===== src/rtl/key_scan_entry.sv =====
// key_scan_entry: 4x4 matrix keypad scanner with per-key debounce, key decode and six-digit
// BCD number assembly for the seven-segment display path.
//
// Optional feature: define KEY_REPEAT_EN to enable auto-repeat of held keys every
// REPEAT_TICKS scan ticks (clear 0xA and enter 0xE never repeat).
//
// Ports:
//   CLK          system clock
//   RSTn         asynchronous active-low reset
//   Row_Sig[3:0] keypad rows, active-low, asynchronous to CLK
//   Col_Sig[3:0] keypad column drive, one bit low
//   Key_Valid    one-CLK pulse per accepted key event
//   Key_Code     {row_idx, col_idx} of the last accepted key
//   Number_Sig   six BCD digits, [23:20] most significant
//   Number_Done  one-CLK pulse when the enter key (0xE) is accepted
module key_scan_entry #(
  parameter int unsigned SCAN_DIV     = 50000,
  parameter int unsigned DEBOUNCE_CNT = 20,
  parameter int unsigned REPEAT_TICKS = 200
) (
  input  logic        CLK,
  input  logic        RSTn,
  input  logic [3:0]  Row_Sig,
  output logic [3:0]  Col_Sig,
  output logic        Key_Valid,
  output logic [3:0]  Key_Code,
  output logic [23:0] Number_Sig,
  output logic        Number_Done
);

  localparam int unsigned DivW = $clog2(SCAN_DIV);
  localparam int unsigned CntW = $clog2(DEBOUNCE_CNT + 1);

  if (SCAN_DIV < 2 || DEBOUNCE_CNT < 1 || REPEAT_TICKS < 1) begin : g_param_check
    $error("key_scan_entry: illegal parameter setting");
  end

  typedef enum logic [1:0] {StScan, StDebounce, StHold} state_e;

  // Row synchroniser; rows idle high thanks to the external pull-ups.
  logic [3:0] row_meta_q, row_sync_q;

  always_ff @(posedge CLK or negedge RSTn) begin
    if (!RSTn) begin
      row_meta_q <= 4'hF;
      row_sync_q <= 4'hF;
    end else begin
      row_meta_q <= Row_Sig;
      row_sync_q <= row_meta_q;
    end
  end

  // Free-running scan-tick divider; the tick is the wrap cycle.
  logic [DivW-1:0] div_q;
  logic            tick;

  assign tick = (div_q == DivW'(SCAN_DIV - 1));

  always_ff @(posedge CLK or negedge RSTn) begin
    if (!RSTn) begin
      div_q <= '0;
    end else if (tick) begin
      div_q <= '0;
    end else begin
      div_q <= div_q + 1'b1;
    end
  end

  // Lowest-index low row has priority.
  logic       any_low;
  logic [1:0] low_idx;

  always_comb begin
    any_low = ~&row_sync_q;
    low_idx = 2'd0;
    for (int i = 3; i >= 0; i--) begin
      if (!row_sync_q[i]) low_idx = 2'(i);
    end
  end

  state_e          state_q;
  logic [1:0]      col_q;
  logic [1:0]      row_cap_q;
  logic [CntW-1:0] cnt_q;
  logic            key_valid_q;
  logic            number_done_q;
  logic [3:0]      key_code_q;
  logic [3:0]      scan_code;

  assign scan_code = {low_idx, col_q};

`ifdef KEY_REPEAT_EN
  localparam int unsigned RepW = $clog2(REPEAT_TICKS + 1);
  logic [RepW-1:0] rep_q;
`endif

  // cnt_q is the match count in StDebounce and the release count in StHold.
  always_ff @(posedge CLK or negedge RSTn) begin
    if (!RSTn) begin
      state_q       <= StScan;
      col_q         <= 2'd0;
      row_cap_q     <= 2'd0;
      cnt_q         <= '0;
      key_valid_q   <= 1'b0;
      number_done_q <= 1'b0;
      key_code_q    <= 4'h0;
`ifdef KEY_REPEAT_EN
      rep_q         <= '0;
`endif
    end else begin
      key_valid_q   <= 1'b0;
      number_done_q <= 1'b0;
      if (tick) begin
        case (state_q)
          StScan: begin
            if (any_low) begin
              row_cap_q <= low_idx;
              if (DEBOUNCE_CNT == 1) begin
                key_code_q    <= scan_code;
                key_valid_q   <= 1'b1;
                number_done_q <= (scan_code == 4'hE);
                cnt_q         <= '0;
                state_q       <= StHold;
`ifdef KEY_REPEAT_EN
                rep_q         <= '0;
`endif
              end else begin
                cnt_q   <= CntW'(1);
                state_q <= StDebounce;
              end
            end else begin
              col_q <= col_q + 2'd1;
            end
          end
          StDebounce: begin
            if (any_low && low_idx == row_cap_q) begin
              if (cnt_q == CntW'(DEBOUNCE_CNT - 1)) begin
                key_code_q    <= scan_code;
                key_valid_q   <= 1'b1;
                number_done_q <= (scan_code == 4'hE);
                cnt_q         <= '0;
                state_q       <= StHold;
`ifdef KEY_REPEAT_EN
                rep_q         <= '0;
`endif
              end else begin
                cnt_q <= cnt_q + 1'b1;
              end
            end else begin
              // Bounce: rescan the same column.
              cnt_q   <= '0;
              state_q <= StScan;
            end
          end
          StHold: begin
            if (!any_low) begin
`ifdef KEY_REPEAT_EN
              rep_q <= '0;
`endif
              if (cnt_q == CntW'(DEBOUNCE_CNT - 1)) begin
                cnt_q   <= '0;
                col_q   <= col_q + 2'd1;
                state_q <= StScan;
              end else begin
                cnt_q <= cnt_q + 1'b1;
              end
            end else begin
              cnt_q <= '0;
`ifdef KEY_REPEAT_EN
              if (!row_sync_q[row_cap_q]) begin
                if (rep_q == RepW'(REPEAT_TICKS - 1)) begin
                  rep_q <= '0;
                  if (key_code_q != 4'hA && key_code_q != 4'hE) key_valid_q <= 1'b1;
                end else begin
                  rep_q <= rep_q + 1'b1;
                end
              end else begin
                rep_q <= '0;
              end
`endif
            end
          end
          default: begin
            cnt_q   <= '0;
            state_q <= StScan;
          end
        endcase
      end
    end
  end

  // Number assembly acts on the cycle Key_Valid is high.
  logic [23:0] number_q;

  always_ff @(posedge CLK or negedge RSTn) begin
    if (!RSTn) begin
      number_q <= 24'h0;
    end else if (key_valid_q) begin
      if (key_code_q <= 4'h9) begin
        number_q <= {number_q[19:0], key_code_q};
      end else if (key_code_q == 4'hA) begin
        number_q <= 24'h0;
      end else if (key_code_q == 4'hB) begin
        number_q <= {4'h0, number_q[23:4]};
      end
    end
  end

  assign Col_Sig     = ~(4'b0001 << col_q);
  assign Key_Valid   = key_valid_q;
  assign Key_Code    = key_code_q;
  assign Number_Sig  = number_q;
  assign Number_Done = number_done_q;

endmodule


===== config.mk =====
export PLATFORM = sky130hd
export DESIGN_NAME = key_scan_entry
export DESIGN_NICKNAME = d
export VERILOG_FILES = /design/src/rtl/key_scan_entry.sv
export SDC_FILE = /design/constraint.sdc
export NUM_CORES = 1
export LEC_CHECK = 0
export BUFFER_PORTS_ARGS = -buffer_cell sky130_fd_sc_hd__buf_4
export CAP_MARGIN = 15
export CELL_PAD_IN_SITES_DETAIL_PLACEMENT = 0
export CELL_PAD_IN_SITES_GLOBAL_PLACEMENT = 2
export CORE_MARGIN = 4
export CORE_UTILIZATION = 31
export CTS_CLUSTER_DIAMETER = 200
export CTS_CLUSTER_SIZE = 28
export DETAILED_ROUTE_END_ITERATION = 6
export GPL_TIMING_DRIVEN = 0
export HOLD_SLACK_MARGIN = 0.06
export PLACE_DENSITY_LB_ADDON = 0.1
export SLEW_MARGIN = 20
export SYNTH_ARGS = -nofsm -noshare
export SYNTH_HDL_FRONTEND = slang
export SYNTH_SLANG_ARGS = --single-unit

===== constraint.sdc =====
create_clock -name CLK -period 1.9 [get_ports CLK]
set_input_delay 0.095 -clock CLK [delete_from_list [all_inputs] [get_ports CLK]]
set_output_delay 0.095 -clock CLK [all_outputs]
set_load 0.01 [all_outputs]

==> impl_metrics.env <==
export IMPL_synth_top_area_cell="dfrtp_1"
export IMPL_rsz0062_at_grt="no"
export IMPL_die_area_um2=11520
export IMPL_vdd_drop_max_mv=0.3750
export IMPL_post_place_ws_ps=-292.0
export IMPL_r2r_end="Key_Code[1]"
export IMPL_die_x_um=107.3
export IMPL_htreeDepth=3
export IMPL_grt_pass1_vias=2353
export IMPL_antenna_cells=0
export IMPL_cpPeakStageDelay_ps=440
export IMPL_finalMaxSlewViolations=0
export IMPL_dpl_hpwl_mm=4.899
export IMPL_hold_path_cell_count=0
export IMPL_fill_cells=955
export IMPL_crit_path_top_delay_cell="or3_4"
export IMPL_gp_congestion=0.7460
export IMPL_nNetsFinal=366
export IMPL_setup_ws_ps=77.09
export IMPL_synthArstFlopShare_pct=100.0
export IMPL_crit_buf_inv=1
export IMPL_cts_root_buf="clkbuf_8"
export IMPL_hold_path_class="flop to flop"
export IMPL_wl_per_cell_um=14.70
export IMPL_slew_headroom_pct=44.25
export IMPL_cts_buffers=9
export IMPL_crit_reg2reg_launch="div_q[10]"
export IMPL_drive_gt1_share_pct=27.86
export IMPL_fin_worst_skew_ps=11.61
export IMPL_gr_total_overflow=0
export IMPL_fin_crit_sh_pct=95.94
export IMPL_synth_edf_count=0
export IMPL_r2r_cells=5
export IMPL_drv_cap=0
export IMPL_syn_nets=302
export IMPL_start_kind="flop"
export IMPL_final_cell_mix="dfrtp_1 (57), nor2_1 (54), buf_4 (46)"
export IMPL_hold_viol=0
export IMPL_grt_max_degree=66
export IMPL_synth_top_area_share_pct=46.63
export IMPL_portBuffers=39
export IMPL_final_common_cell="dfrtp_1"
export IMPL_syn_inst=290
export IMPL_grt_pass1_wl_mm=12.08
export IMPL_post_place_cells=458
export IMPL_crit_chain="or3_4 -> nor4_4 -> buf_6 -> nand3_4 -> mux2_4"
export IMPL_whs_endpoint="row_sync_q[0]"
export IMPL_synth_area_top_cells="dfrtp_1 (47%), dfstp_2 (6.9%), nor2_1 (6.7%), a221oi_1 (5.2%), nand2_1 (2.6%)"
export IMPL_worstSetupPathType="flop to flop"
export IMPL_coreArea_um2=9415
export IMPL_holdWs_ps=355.3
export IMPL_required_ps=2120
export IMPL_start_util_pct=32.49
export IMPL_worstSkewPairLatency_ps=330
export IMPL_ios=40
export IMPL_drtPass1Iterations=4
export IMPL_stdcell_area_um2=3943
export IMPL_synth_area_um2=3059
export IMPL_power_density_nw_per_um2=656.1
export IMPL_grt_usage_pct=13.04
export IMPL_num_vias=2380
export IMPL_crit_arrival_ps=2050
export IMPL_r2r_slack_ps=80
export IMPL_cp_depth=5
export IMPL_postSynthAreaPerCell_um2=10.55
export IMPL_synth_seq_area_share_pct=53.50
export IMPL_power_total_mw=2.587
export IMPL_vias_per_cell=4.877
export IMPL_ant_nets=0
export IMPL_fin_cells=488
export IMPL_clkSlewWorstSetupHoldPaths_ps=70
export IMPL_synth_seq_cells=65
export IMPL_synthDistinctLibCells=46
export IMPL_finalCriticalPeriod_ps=1823
export IMPL_ys_warn_count=0
export IMPL_outcome="finished clean"
export IMPL_crit_family="simple AND/OR/NAND/NOR gates"
export IMPL_dpl_instance_area_um2=3513
export IMPL_end_kind="flop"
export IMPL_drc=0
export IMPL_detail_route_iter0_violations=79
export IMPL_setup_violations=0
export IMPL_area_delta_synth_final_pct=28.88
export IMPL_dieHeight_um=107.3
export IMPL_clock_sinks=65
export IMPL_rows=35
export IMPL_antenna_found_initial=0
export IMPL_worst_pin_slew_ps=836.2
export IMPL_p_leak_nw=1.773
export IMPL_cts_tree="yes"
export IMPL_clockBufferDepth=2
export IMPL_worstHoldStart="row_meta_q[0]"
export IMPL_yosys_most_used_dff="dfrtp_1"
export IMPL_fmax_mhz=548.6
export IMPL_wirelength_mm=7.175
export IMPL_crit_fanout=4
[stage by stage]
step / utilization (%) / setup TNS, ps
floorplan: - / 0
global placement: 37.32 / -1588
detailed placement: 37.32 / -1442
CTS: 40.49 / 0
global route: 41.87 / 0
finish: 41.87 / 0
[cells in the mapped netlist (2+ instances only)]
cell	number
nand4b_1	2
a22o_1	7
dfstp_2	8
inv_1	14
nor3_1	6
clkbuf_1	6
nor2b_1	3
and3_1	3
nand4_1	2
nand2_1	21
dfrtp_1	57
nand3_1	11
o22ai_1	3
nand2b_1	3
and2_1	3
a221oi_1	18
ha_1	6
mux2_4	2
xnor2_1	8
nor2_1	55
nor4_4	3
mux2i_1	3
a21oi_1	9
or2_2	2
xor2_1	5
o21ai_0	10
[worst max-delay path by stage]
| stage | startpoint | endpoint |
|---|---|---|
| after detailed placement | div_q[0] | Number_Done |
| after CTS | cnt_q[1] | col_q[1] |
| final | div_q[10] | Key_Code[1] |
| after floorplan | row_sync_q[0] | Key_Code[0] |
| after global placement | div_q[0] | Number_Done |
| after global routing | div_q[10] | Key_Code[1] |
[state kept, by name, summed over array words and instances (netlist names)]
signal       cells
Key_Code         4
col_q            2
state_q          2
cnt_q            5
Key_Valid        1
row_sync_q       4
row_meta_q       4
row_cap_q        2
Number_Sig      24
Number_Done      1
div_q           16
[power by group]
part	switching, mW	internal (mW)
combinational	0.0391	0.0195
clock	0.514	0.607
sequential	0.00787	1.40
[what timing repair did]
action,CTS,global route
hold buffers,5,0
pin swaps,3,7
endpoints found under the setup margin,25,20
resized for setup,7,18
setup buffers,5,4
endpoints found under the hold margin,61,0
[routing by layer]
layer | track usage (%) | wire, um
met1 | 17.46 | 3406
met2 | 20.91 | 3383
met3 | 3.959 | 323
met4 | 2.705 | 61
met5 | 0 | 0
[final cells by class]
class	count	area (um^2)	area share, %
Clock inverter	3	42.54	1.079
Sequential cell	65	1637	41.51
Inverter	14	52.55	1.333
Clock buffer	13	138.9	3.523
Buffer	6	23.77	0.6030
Tap cell	129	161.4	4.094
Multi-Input combinational cell	205	1469	37.26
Timing Repair Buffer	53	417.9	10.60
[cells by family after synthesis]
logic type                 after synthesis  synth area share (%)
AOI/OAI and AO/OA                       54                 12.60
xor gates and xnor gates                13                 3.722
adders and majority gates                6                 2.454
buffers and inverters                   20                 2.454
DFF                                     65                 53.50
muxes                                    6                 2.331
and+or+nand+nor                        126                 22.95
Power figures use the tool's default switching activity.
